--- src/rtl/color_sensor_sampler.sv ---
// color_sensor_sampler
//   Drives the TCS3200-style filter selects and counts sensor_out rising edges
//   over a fixed gate window for each filter in turn (clear, red, green, blue).
//   The four counts are presented together as one set with a valid/ready
//   handshake.
//
// Ports
//   clk, rst_n          : clock, asynchronous active-low reset
//   start               : single-cycle request for one four-filter sweep
//   sensor_out          : asynchronous pulse train from the sensor
//   s2, s3              : filter select bits
//   busy                : sweep in progress (SETTLE, COUNT, PRESENT)
//   clear_cnt .. blue_cnt : result counts, WIDTH bits each
//   valid, ready        : result handshake

module color_sensor_sampler #(
  parameter int WIDTH         = 15,
  parameter int SETTLE_CYCLES = 1000,
  parameter int WINDOW_CYCLES = 100000
) (
  input  logic             clk,
  input  logic             rst_n,
  input  logic             start,
  input  logic             sensor_out,
  output logic             s2,
  output logic             s3,
  output logic             busy,
  output logic [WIDTH-1:0] clear_cnt,
  output logic [WIDTH-1:0] red_cnt,
  output logic [WIDTH-1:0] green_cnt,
  output logic [WIDTH-1:0] blue_cnt,
  output logic             valid,
  input  logic             ready
);

  localparam int MAX_CYC = (SETTLE_CYCLES > WINDOW_CYCLES) ? SETTLE_CYCLES : WINDOW_CYCLES;
  localparam int TW      = (MAX_CYC > 1) ? $clog2(MAX_CYC) : 1;
  localparam logic [WIDTH-1:0] CNT_MAX = '1;

  typedef enum logic [1:0] {IDLE, SETTLE, COUNT, PRESENT} state_t;
  // Order of this enum is the sweep order.
  typedef enum logic [1:0] {F_CLEAR, F_RED, F_GREEN, F_BLUE} filter_t;

  // Filter select encoding as {s2, s3}.
  function automatic logic [1:0] filter_sel(filter_t f);
    case (f)
      F_CLEAR: filter_sel = 2'b10;
      F_RED:   filter_sel = 2'b00;
      F_GREEN: filter_sel = 2'b11;
      default: filter_sel = 2'b01;
    endcase
  endfunction

  state_t           state_q;
  filter_t          filter_q;
  filter_t          filter_nxt;
  logic [TW-1:0]    timer_q;
  logic [WIDTH-1:0] cnt_q;
  logic [WIDTH-1:0] cnt_d;
  logic [WIDTH-1:0] shadow_q [4];
  logic [WIDTH-1:0] clear_q, red_q, green_q, blue_q;
  logic             s2_q, s3_q, busy_q, valid_q;

  // Input path: two synchroniser flops plus a history flop for edge detection.
  logic sync1_q, sync2_q, prev_q;
  logic rise_det;

  always_ff @(posedge clk or negedge rst_n) begin
    if (!rst_n) begin
      sync1_q <= 1'b0;
      sync2_q <= 1'b0;
      prev_q  <= 1'b0;
    end else begin
      // NOTE: non-blocking assignments so every flop samples the pre-edge
      // value of its neighbour; blocking here would collapse the chain.
      sync1_q <= sensor_out;
      sync2_q <= sync1_q;
      prev_q  <= sync2_q;
    end
  end

  assign rise_det   = sync2_q & ~prev_q;
  assign filter_nxt = filter_t'(filter_q + 2'd1);

  // Saturating edge counter: holds at all-ones instead of wrapping.
  always_comb begin
    // NOTE: default assignment first so no path leaves cnt_d unassigned,
    // which would otherwise infer a latch.
    cnt_d = cnt_q;
    if (rise_det && (cnt_q != CNT_MAX)) cnt_d = cnt_q + WIDTH'(1);
  end

  always_ff @(posedge clk or negedge rst_n) begin
    if (!rst_n) begin
      state_q  <= IDLE;
      filter_q <= F_CLEAR;
      timer_q  <= '0;
      cnt_q    <= '0;
      // NOTE: the shadow words are reset along with everything else; there
      // are only four, and it keeps an aborted sweep's data from lingering.
      for (int i = 0; i < 4; i++) shadow_q[i] <= '0;
      clear_q  <= '0;
      red_q    <= '0;
      green_q  <= '0;
      blue_q   <= '0;
      s2_q     <= 1'b0;
      s3_q     <= 1'b0;
      busy_q   <= 1'b0;
      valid_q  <= 1'b0;
    end else begin
      unique case (state_q)
        IDLE: begin
          if (start) begin
            state_q      <= SETTLE;
            filter_q     <= F_CLEAR;
            {s2_q, s3_q} <= filter_sel(F_CLEAR);
            timer_q      <= '0;
            busy_q       <= 1'b1;
          end
        end

        // Edges are still tracked by the input path but not counted here.
        SETTLE: begin
          if (timer_q == TW'(SETTLE_CYCLES - 1)) begin
            state_q <= COUNT;
            timer_q <= '0;
            cnt_q   <= '0;
          end else begin
            timer_q <= timer_q + TW'(1);
          end
        end

        COUNT: begin
          cnt_q <= cnt_d;
          if (timer_q == TW'(WINDOW_CYCLES - 1)) begin
            // Include an edge seen on the final window cycle.
            shadow_q[filter_q] <= cnt_d;
            timer_q            <= '0;
            if (filter_q == F_BLUE) begin
              state_q <= PRESENT;
            end else begin
              filter_q     <= filter_nxt;
              {s2_q, s3_q} <= filter_sel(filter_nxt);
              state_q      <= SETTLE;
            end
          end else begin
            timer_q <= timer_q + TW'(1);
          end
        end

        // First PRESENT cycle publishes the set; it then holds until accepted.
        PRESENT: begin
          if (!valid_q) begin
            clear_q <= shadow_q[F_CLEAR];
            red_q   <= shadow_q[F_RED];
            green_q <= shadow_q[F_GREEN];
            blue_q  <= shadow_q[F_BLUE];
            valid_q <= 1'b1;
          end else if (ready) begin
            valid_q <= 1'b0;
            busy_q  <= 1'b0;
            state_q <= IDLE;
          end
        end
      endcase
    end
  end

  assign s2        = s2_q;
  assign s3        = s3_q;
  assign busy      = busy_q;
  assign valid     = valid_q;
  assign clear_cnt = clear_q;
  assign red_cnt   = red_q;
  assign green_cnt = green_q;
  assign blue_cnt  = blue_q;

endmodule

--- config.mk ---
export PLATFORM = sky130hd
export DESIGN_NAME = color_sensor_sampler
export DESIGN_NICKNAME = d
export VERILOG_FILES = /design/src/rtl/color_sensor_sampler.sv
export SDC_FILE = /design/constraint.sdc
export NUM_CORES = 1
export LEC_CHECK = 0
export ABC_AREA = 1
export CAP_MARGIN = 10
export CORE_ASPECT_RATIO = 0.5
export CORE_MARGIN = 2
export CORE_UTILIZATION = 45
export DETAILED_ROUTE_END_ITERATION = 12
export GPL_TIMING_DRIVEN = 0
export PLACE_DENSITY = 0.64
export SLEW_MARGIN = 0
export SYNTH_ARGS = -nofsm -noshare
export SYNTH_HDL_FRONTEND = slang
export SYNTH_SLANG_ARGS = --single-unit
--- constraint.sdc ---
create_clock -name clk -period 2.4 [get_ports clk]
set_input_delay 0.36 -clock clk [delete_from_list [all_inputs] [get_ports clk]]
set_output_delay 0.36 -clock clk [all_outputs]
set_load 0.005 [all_outputs]
# == After elaboration in Yosys (flattened, before gate mapping) ==
# Index checks and enable logic that the tools add are counted.
# classes
order_cmp,2
reduce_logical,15
eq_ne,15
bitwise_logic,4
addsub,3
n_mux,35
# op_table
operator,count
$bwmux W60,1
$mux W17,3
$pmux W17 S3,1
$mux W15,3
$demux W15 S2,1
$pmux W15 S2,1
$mux W2,9
$add A17 B1 Y17 const B,1
$eq A17 B10 Y1 const B,1
$eq A17 B17 Y1 const B,1
$add A15 B1 Y15 const B,1
$ne A15 B15 Y1 const B,1
$ne A2 B2 Y1 const B,6
$mux W1,10
$eq A2 B2 Y1 const B,4
$pmux W2 S4,1
$reduce_and A2 Y1,4
$reduce_and A4 Y1,2
$pmux W1 S2,3
$pmux W2 S3,1
$reduce_bool A2 Y1,3
$reduce_and A5 Y1,1
$eq A2 B1 Y1 const B,2
$logic_not A2 Y1,2
other kinds (9),11
# word_totals
input_bits,5
elab_cells,93
ff_bits,163
out_inout_bits,64

# == Depth between registers and ports, before layout ==
# depth
ltp_word,6
mapped_depth,12
ltp_nobuf,11

# == Least setup slack after synthesis ==
# OpenSTA, ideal clock, no wires.
# synth_timing
path_type,flip-flop to flip-flop
start,reg state_q[0]
end,reg clear_q[11] (netlist: clear_cnt[11])
arrival_time_ps,1523
setup_slack_ps,753
stages_incl_launch_ff,6
path_buffers,2
setup_ps,125
t_required_ps,2275
path_cell_list,dfrtp_1 > ha_1 > nand2_1 > buf_2 > buf_2 > mux2_2
# synth_between
elab_chain_len,2
# synth_lines
element,line_no,rtl
from (decl),54,state_t state_q;
from (signal assigned),95,state_q <= IDLE;
from (signal assigned),114,state_q <= SETTLE;
from (signal assigned),125,state_q <= COUNT;
$eq A2 B2 Y1,111,unique case (state_q)
$reduce_and A2 Y1 (no source line),n/a,
to (signal assigned),154,clear_q <= shadow_q[F_CLEAR];
to (decl),61,"logic [WIDTH-1:0] clear_q, red_q, green_q, blue_q;"
# Every way passes these cells.
# A chain may end at the register's enable or synchronous reset.

# == Worst setup path after layout ==
# layout_timing
start,reg state_q[1]
end,reg timer_q[6]
# layout_between
elab_chain_len,3
word_cells_on_any_way,7
cone_classes,eq/ne (3); mux (1); reduce/logical (3)
# layout_lines
element,line_no,rtl
$eq A2 B2 Y1 (tied with other cells),111,
$reduce_bool A3 Y1 (no source line) or $ne A2 B2 Y1 (tied branches),n/a,
$reduce_and A2 Y1 (no source line),n/a,
to (signal assigned),129,timer_q <= timer_q + TW'(1);
to (signal assigned),147,timer_q <= timer_q + TW'(1);
to (decl),57,logic [TW-1:0] timer_q;
# Several ways; a longest one is shown, not always the timed one.

==> run metrics <==
outcome completed; Die Y 94.1 µm; top fanout value on the critical path 10; Pins Over Slew Limit 0; syn_nets 796; Placed Instances 1053; clk slew on worst S/H paths 0.07 ns; largest net degree at the start of global routing 96; drt pass-1 iters 6; global-route wire length before repair 26800 µm; Hold Path Sink sync2_q; crit-path most repeated cell nand2_1; clk root buf clkbuf_16; VDD IR-drop max 0.458 mV; H-tree Lvls 4; final setup violation count 0; Min-Delay Path Depth 0; Fillers 1366; Post-synth ARST share 100%; mux share of post-synthesis cell area 7.87%; critical path endpoint category flop; vias in the first global route 5276; # IOs 69; CP startpoint kind flop; worst reg-to-reg path cell count 8; hold wc startpoint sync1_q; worst path required time 2.74 ns; Vias/cell 4.94; hold crit path type reg2reg; Slew headroom 53.2%; # DRC 0; die area 0.0173 mm²; Worst Path Buf+Inv 4; Post-Synth XOR/XNOR Area 2.04%; DRT antenna net count 0; Post-DP HPWL 11300 µm; Seq/Total Area, Yosys 55.9%; post-route cell area 0.00888 mm²; area post-placement 0.00827 mm²; post-synthesis compound-gate area fraction 4.42%; Max clock buf depth 2; Final Cycle Share 87.1%; clk_lat worst skew 0.43 ns; CP top delay family buffers and inverters; Slowest-stage cell, CP dfrtp_1; Reg2Reg Setup Slack 0.31 ns; Layout area overhead 21.6%; final wirelength 16400 µm; Final Util 56.8%; Adder-Cell Fraction of Synth Area 1.89%; core region area 0.0156 mm²; crit path time final 2.09 ns; Main synth FF type dfrtp_1; final hold violation count 0; gr usage total 20.2%; reg2reg start state_q[1]; initial antenna violation count 0; Synth Area in Simple Gates 23.2%; antenna diode count 0; initial core utilization 46.7%; Worst Max-Slew Pin Slew 0.702 ns; unique cell type count in the Yosys netlist 34; CTS buffer count 17; signal arrival time at the worst endpoint 2.43 ns; Final Skew 0.0148 ns; max-cap violations 0; Die Wd 184 µm; yosys warns 0; Finished Layout Cells 1085; Clock Sinks 163; GPL Wtd Cong 0.895; TritonCTS clock tree done; max incr delay on CP 0.40 ns; worst-path cell chain inv_1 > ha_1 > nand2_1 > nand2_1 > buf_2 > clkinv_1 > clkbuf_1 > a21oi_1; DR WL/cell 15.1 µm; vias post-DR 5363; cells after synthesis 780; port buffer count 68; drt initial violations 428; reg2reg end timer_q[6]; Yosys reg bits 163; Max Fclk 479 MHz; Power Dens Cells 752 mW/mm²; unrepaired setup endpoints after global routing no; Row Count 32; synthesized area 0.00730 mm²; NumNets Final 885; Syn Area/Cell 9.36 µm²; Post-synth EDFFs 0; share of layout cells above drive strength 1 15.9%; largest family of logic cells by synthesized area simple AND/OR/NAND/NOR gates; Setup CP Type reg2reg; Leak 4.50 nW; total congestion overflow 0
-- report_power, final --
group	internal [mW]	total, mW	switching (mW)
Sequential	2.81	2.88	0.0612
Combinational	0.322	1.04	0.718
Clock	1.61	2.76	1.16
-- logic make-up after synthesis --
group	after synthesis
multiplexers	51
XOR/XNOR	17
flip-flops	163
buffers and inverters	77
AO/OA/AOI/OAI	58
AND/OR/NAND/NOR	403
adder cells (fa/ha/maj)	11
-- worst max path at each step --
stage | slack [ns] | depth (start not counted) | endpoint | startpoint
finish | 0.31 | 8 | timer_q[6] | state_q[1]
global route | 0.15 | 8 | timer_q[6] | state_q[1]
CTS | 0.17 | 8 | shadow_q[17] | cnt_q[0]
detailed placement | 0.18 | 8 | shadow_q[17] | cnt_q[0]
global placement | -5.66 | 1 | red_cnt[8] | rst_n
floorplan | 0.75 | 5 | clear_cnt[11] | state_q[0]
-- metrics by stage --
step	setup slack (ns)	power (mW)	setup TNS (ns)	hold WS (ns)
finish	0.311	6.68	0	0.358
global route	0.149	6.99	0	0.376
CTS	0.166	6.71	0	0.359
detailed placement	0.178	3.97	0	0.338
global placement	-5.66	3.94	-919.08	0.336
floorplan	0.753	3.60	0	0.0644
-- cells in the final DEF, fill, tap and decap left out, types with 3 or more instances in the layout --
cell	count
a21oi_1	15
buf_1	4
buf_2	9
buf_6	4
clkbuf_16	17
clkdlybuf4s50_1	67
clkinv_1	3
clkinv_4	3
clkinvlp_4	3
dfrtp_1	163
ha_1	11
inv_1	47
inv_2	3
inv_6	4
mux2_2	51
nand2_1	303
nand2_2	15
nand2_4	5
nand3_1	24
nand4_1	8
nor2_1	34
nor2_2	7
nor3_1	4
o21ai_0	22
o21ai_1	12
o21ai_2	4
xnor2_1	6
xor2_1	11
-- Yosys cell counts (all sizes together) (4+ instances only) --
cell type / instances / area, µm²
nand2: 323 / 1290
dfrtp: 163 / 4080
mux2: 51 / 574
inv: 50 / 188
nor2: 43 / 203
o21ai: 38 / 205
nand3: 25 / 130
buf: 19 / 120
a21oi: 15 / 75.1
ha: 11 / 138
xor2: 11 / 96.3
nand4: 8 / 50.1
clkinv: 6 / 30.0
xnor2: 6 / 52.6
nor3: 4 / 20.0
-- final cells by class --
| class | instances | area, µm² | share of cell area [%] |
|---|---|---|---|
| multi-input combinational | 540 | 2870 | 32.4 |
| clock inverter | 12 | 146 | 1.65 |
| clock buffer | 19 | 453 | 5.10 |
| sequential | 163 | 4080 | 46.0 |
| tap | 204 | 255 | 2.88 |
| inverter | 56 | 218 | 2.45 |
| timing repair buffer | 70 | 723 | 8.15 |
| buffer | 21 | 128 | 1.44 |
-- metal layers --
metal	part of all wire (%)	vias up	wire length (µm)	global-route usage, %
li1	-	2652	-	-
met1	49	2597	8050	28.3
met2	46	95	7570	32.7
met3	3.5	19	570	3.49
met4	1.3	0	212	5.80
met5	0	-	0	0
-- flip-flops by register name, indices dropped and copies added, names as in the netlist, 2 cells and up --
name,flops
clear_cnt,15
red_cnt,15
blue_cnt,15
state_q,2
green_cnt,15
filter_q,2
timer_q,17
shadow_q,60
cnt_q,15
-- repair_timing --
action                                 in CTS  in global routing
hold buffers                                1                  0
setup endpoints to repair                   0                  1
gates resized for setup                     0                  1
buffers inserted                            0                  0
endpoints found under the hold margin      68                  0
Power figures use the tool's default switching activity.
